File: src/rtl/flex_queue_rtl.sv
// flex_queue_rtl: N-entry val/rdy FIFO with normal (0), pipe (1) and bypass (2) flow control.
// Define FLEX_QUEUE_AFULL_EN to add the almost_full output (threshold afull_thresh, clamped to 1..N).
module flex_queue_rtl #(
  parameter int nbits        = 8,
  parameter int num_entries  = 2,
  parameter int mode         = 0,
  parameter int afull_thresh = num_entries - 1
) (
  input  logic                             clk,
  input  logic                             reset,
  input  logic [nbits-1:0]                 recv_msg,
  input  logic                             recv_val,
  output logic                             recv_rdy,
  output logic [nbits-1:0]                 send_msg,
  output logic                             send_val,
  input  logic                             send_rdy,
  output logic [$clog2(num_entries+1)-1:0] count
`ifdef FLEX_QUEUE_AFULL_EN
  ,
  output logic                             almost_full
`endif
);
  localparam int PW   = (num_entries > 1) ? $clog2(num_entries) : 1;
  localparam int CW   = $clog2(num_entries + 1);
  // A depth-1 queue still gets two slots so the 1-bit pointer indexes cleanly; slot 1 is never written.
  localparam int MD   = (num_entries > 1) ? num_entries : 2;
  localparam bit PIPE = (mode == 1);
  localparam bit BYP  = (mode == 2);

  localparam logic [PW-1:0] LAST = PW'(num_entries - 1);
  localparam logic [CW-1:0] FULL = CW'(num_entries);

  logic [MD-1:0][nbits-1:0] mem;
  logic [PW-1:0]            head, tail;
  logic                     empty, full;
  logic                     recv_xfer, send_xfer, thru, wr_en, rd_en;

  function automatic logic [PW-1:0] ptr_inc(input logic [PW-1:0] p);
    return (p == LAST) ? '0 : p + PW'(1);
  endfunction

  assign empty = (count == '0);
  assign full  = (count == FULL);

  always_comb begin
    recv_rdy = 1'b0;
    send_val = 1'b0;
    send_msg = mem[head];
    if (!reset) begin
      recv_rdy = !full || (PIPE && send_rdy);
      send_val = !empty || (BYP && recv_val);
    end
    if (BYP && empty) send_msg = recv_msg;
  end

  assign recv_xfer = recv_val & recv_rdy;
  assign send_xfer = send_val & send_rdy;
  // Empty bypass with both sides moving: the message never touches storage.
  assign thru      = BYP & empty & recv_xfer & send_xfer;
  assign wr_en     = recv_xfer & ~thru;
  assign rd_en     = send_xfer & ~thru;

  always_ff @(posedge clk) begin
    if (reset) begin
      head  <= '0;
      tail  <= '0;
      count <= '0;
    end else begin
      if (wr_en) tail <= ptr_inc(tail);
      if (rd_en) head <= ptr_inc(head);
      if (wr_en && !rd_en)      count <= count + CW'(1);
      else if (rd_en && !wr_en) count <= count - CW'(1);
    end
  end

  always_ff @(posedge clk) begin
    if (wr_en) mem[tail] <= recv_msg;
  end

`ifdef FLEX_QUEUE_AFULL_EN
  localparam int AT = (afull_thresh < 1) ? 1 :
                      (afull_thresh > num_entries) ? num_entries : afull_thresh;
  assign almost_full = !reset && (count >= CW'(AT));
`endif

  a_count_le_n: assert property (@(posedge clk) disable iff (reset) count <= FULL);
  a_no_over:    assert property (@(posedge clk) disable iff (reset) !(full && wr_en && !rd_en));
  a_no_under:   assert property (@(posedge clk) disable iff (reset) !(empty && rd_en));

endmodule

File: config.mk
export PLATFORM = sky130hd
export DESIGN_NAME = flex_queue_rtl
export DESIGN_NICKNAME = d
export VERILOG_FILES = /design/src/rtl/flex_queue_rtl.sv
export SDC_FILE = /design/constraint.sdc
export NUM_CORES = 1
export LEC_CHECK = 0
export BUFFER_PORTS_ARGS = -buffer_cell sky130_fd_sc_hd__buf_2
export CAP_MARGIN = 20
export CORE_MARGIN = 2
export CORE_UTILIZATION = 55
export CTS_BUF_LIST = sky130_fd_sc_hd__clkbuf_2 sky130_fd_sc_hd__clkbuf_4 sky130_fd_sc_hd__clkbuf_8
export DETAILED_ROUTE_END_ITERATION = 7
export PLACE_DENSITY = 0.85
export RECOVER_POWER = 50
export SYNTH_ARGS = -nofsm -noshare
export SYNTH_HDL_FRONTEND = slang
export SYNTH_SLANG_ARGS = --single-unit
File: constraint.sdc
create_clock -name clk -period 3.9 [get_ports clk]
set_input_delay 0.78 -clock clk [delete_from_list [all_inputs] [get_ports clk]]
set_output_delay 0.78 -clock clk [all_outputs]
set_load 0.005 [all_outputs]
==> results.cfg <==
[finish]
final_area_um2 = 967
fillCellCount = 97
area_growth_pct = 22.7
diodes = 0
drive_gt1_frac = 0.429
finalNetCount = 91

[timing]
setup_viol = 0
hold_violations = 0
setup_ws_ns = 1.74
min_period_ns = 2.16
tightest_slew_ns = 0.858
skew_ns = 0.00807
drv_slew = 0
rsz0062_at_grt = no
fin_crit_sh = 0.554
fmax_mhz = 463
setup_tns_ns = 0
relSlewSlack = 0.423

[synth]
yosysWarnings = 0
synth_cells = 52
ys_ff_latch = 20
yosysUniqueCellTypes = 17
synth.area.top_cells = edfxtp_1 61%, mux2_2 11%, dfxtp_1 10%
syn_area_um2 = 788
syn_avg_cell_area_um2 = 15.2
synth_fp_nets = 65
yosys.area.top_type = edfxtp_1
ys_seq_area_frac = 0.711
synth_top_cell_area_share = 0.610

[cts]
clockBufferDepth = 2
cts_sinks = 20
cts_buffers = 3
hold_buffers = 0
post_cts_resized = 0
cts_root_buf = clkbuf_4
clkSlewWorstSetupHoldPaths_ns = 0.11
cts_tree = done
cts_max_level = 1
cts_setup_buffers = 0
clk_latency_ns = 0.30

[worst_setup_path]
critical_path.max_fanout = 9
end_kind = output pin
cp_data_required_time_ns = 3.12
startpoint_type = flip-flop
worstPathArrival_ns = 1.38
worstSetupPathType = reg -> out

[global_routing]
grt-ovfl-total = 0
antenna_found_initial = 0
grt_pass1_wl_um = 2150
grt_max_degree = 13
grt_usage = 0.169
grt_pass1_vias = 471

[detailed_routing]
drtIter0Drc = 1
drcViolationCount = 0
antenna_left = 0
drt-wirelength-per-cell_um = 14.3
vias = 478
firstDrtPassIters = 3
drt-total-wl_um = 1310
via_per_inst = 5.20

[die]
die_w_um = 41.9
ioPinCount = 24
fp-row-count = 13
start_util = 0.598
die_h_um = 41.9
dieArea_um2 = 1750
core_area_um2 = 1320

[placed_design]
hpwl_um = 1000
placed_cell_area_um2 = 920
place_ws_ns = 1.80
finalWeightedCongestion = 0.699
port_buffers = 23

[pwr]
p_leak_nw = 0.374
p_per_area_nw_per_um2 = 533
vdd_drop_max_v = 0.000386

[hold_path]
hp-class = reg -> reg

[status]
outcome = completed

[flow_run]
drv_cap = 0
[where the power goes]
group	internal [W]	switching [W]
sequential	0.000248	0.0000175
combinational	0.0000465	0.0000371
clock	0.000104	0.0000627
[cell type report]
cell class	count	area, µm²	area share
flip-flops and latches	20	561	0.580
inverters	1	3.75	0.00388
clock buffers	3	22.5	0.0233
well taps	15	18.8	0.0194
repair buffers	23	110	0.114
clock inverters	1	30.0	0.0310
multi-input cells	29	221	0.229
[synthesized netlist by cell type, drive strengths merged]
library cell / instances
nor2: 5
nor4: 1
dfxtp: 4
xor2: 3
or3: 2
inv: 1
nor2b: 1
nand2: 1
and2: 1
ha: 1
a21oi: 2
clkbuf: 1
buf: 1
edfxtp: 16
nor3: 1
mux2: 8
o21ai: 3
[critical path: stages, from the launching register on]
cell,delay [ns]
dfxtp_1,0.57
mux2_2,0.39
buf_2,0.13
[cells by family after synthesis]
| kind of cell | share of synthesized area |
|---|---|
| multiplexers | 0.114 |
| XOR/XNOR | 0.0333 |
| flip-flops | 0.711 |
| adder cells (fa/ha/maj) | 0.0159 |
| AO/OA/AOI/OAI | 0.0317 |
| AND/OR/NAND/NOR | 0.0778 |
| buffers and inverters | 0.0159 |
[stage by stage]
step,hold WS [ns],utilization,power (W),std cells
after detailed placement,0.524,0.698,0.000356,88
after global routing,0.579,0.734,0.000541,92
after CTS,0.542,0.738,0.000519,92
final,0.539,0.734,0.000516,92
after floorplan,0.467,-,0.000319,52
after global placement,0.494,0.698,0.000351,88
[sequential cells by signal, summed over array words and instances (netlist names)]
name	flops
count	2
head	1
mem	16
tail	1
[routing by layer]
layer / vias up / routed length [µm] / global-route usage
met4: 0 / 21 / 0.0581
met1: 225 / 509 / 0.194
met3: 2 / 44 / 0.0391
met5: - / 0 / 0
met2: 13 / 737 / 0.306
li1: 238 / - / -
[cell usage in the layout, fill, tap and decap left out, types with 2 or more instances in the layout]
| cell type | instances |
|---|---|
| buf_2 | 19 |
| edfxtp_1 | 16 |
| mux2_2 | 8 |
| nor2_1 | 5 |
| dfxtp_1 | 4 |
| clkbuf_1 | 4 |
| xor2_1 | 3 |
| o21ai_0 | 3 |
| clkbuf_4 | 3 |
| or3_1 | 2 |
| a21oi_1 | 2 |
[worst paths after layout]
path | slack (ns) | from | to | cells after the start
worst min register to register | 0.54 | count[1] | count[1] | 2
worst max register to register | 2.23 | count[0] | mem[15] | 3
worst max-delay path | 1.74 | head | send_msg[4] | 2
worst min-delay path | 0.54 | count[1] | count[1] | 2
No activity file was read; power rests on OpenSTA's default activity.
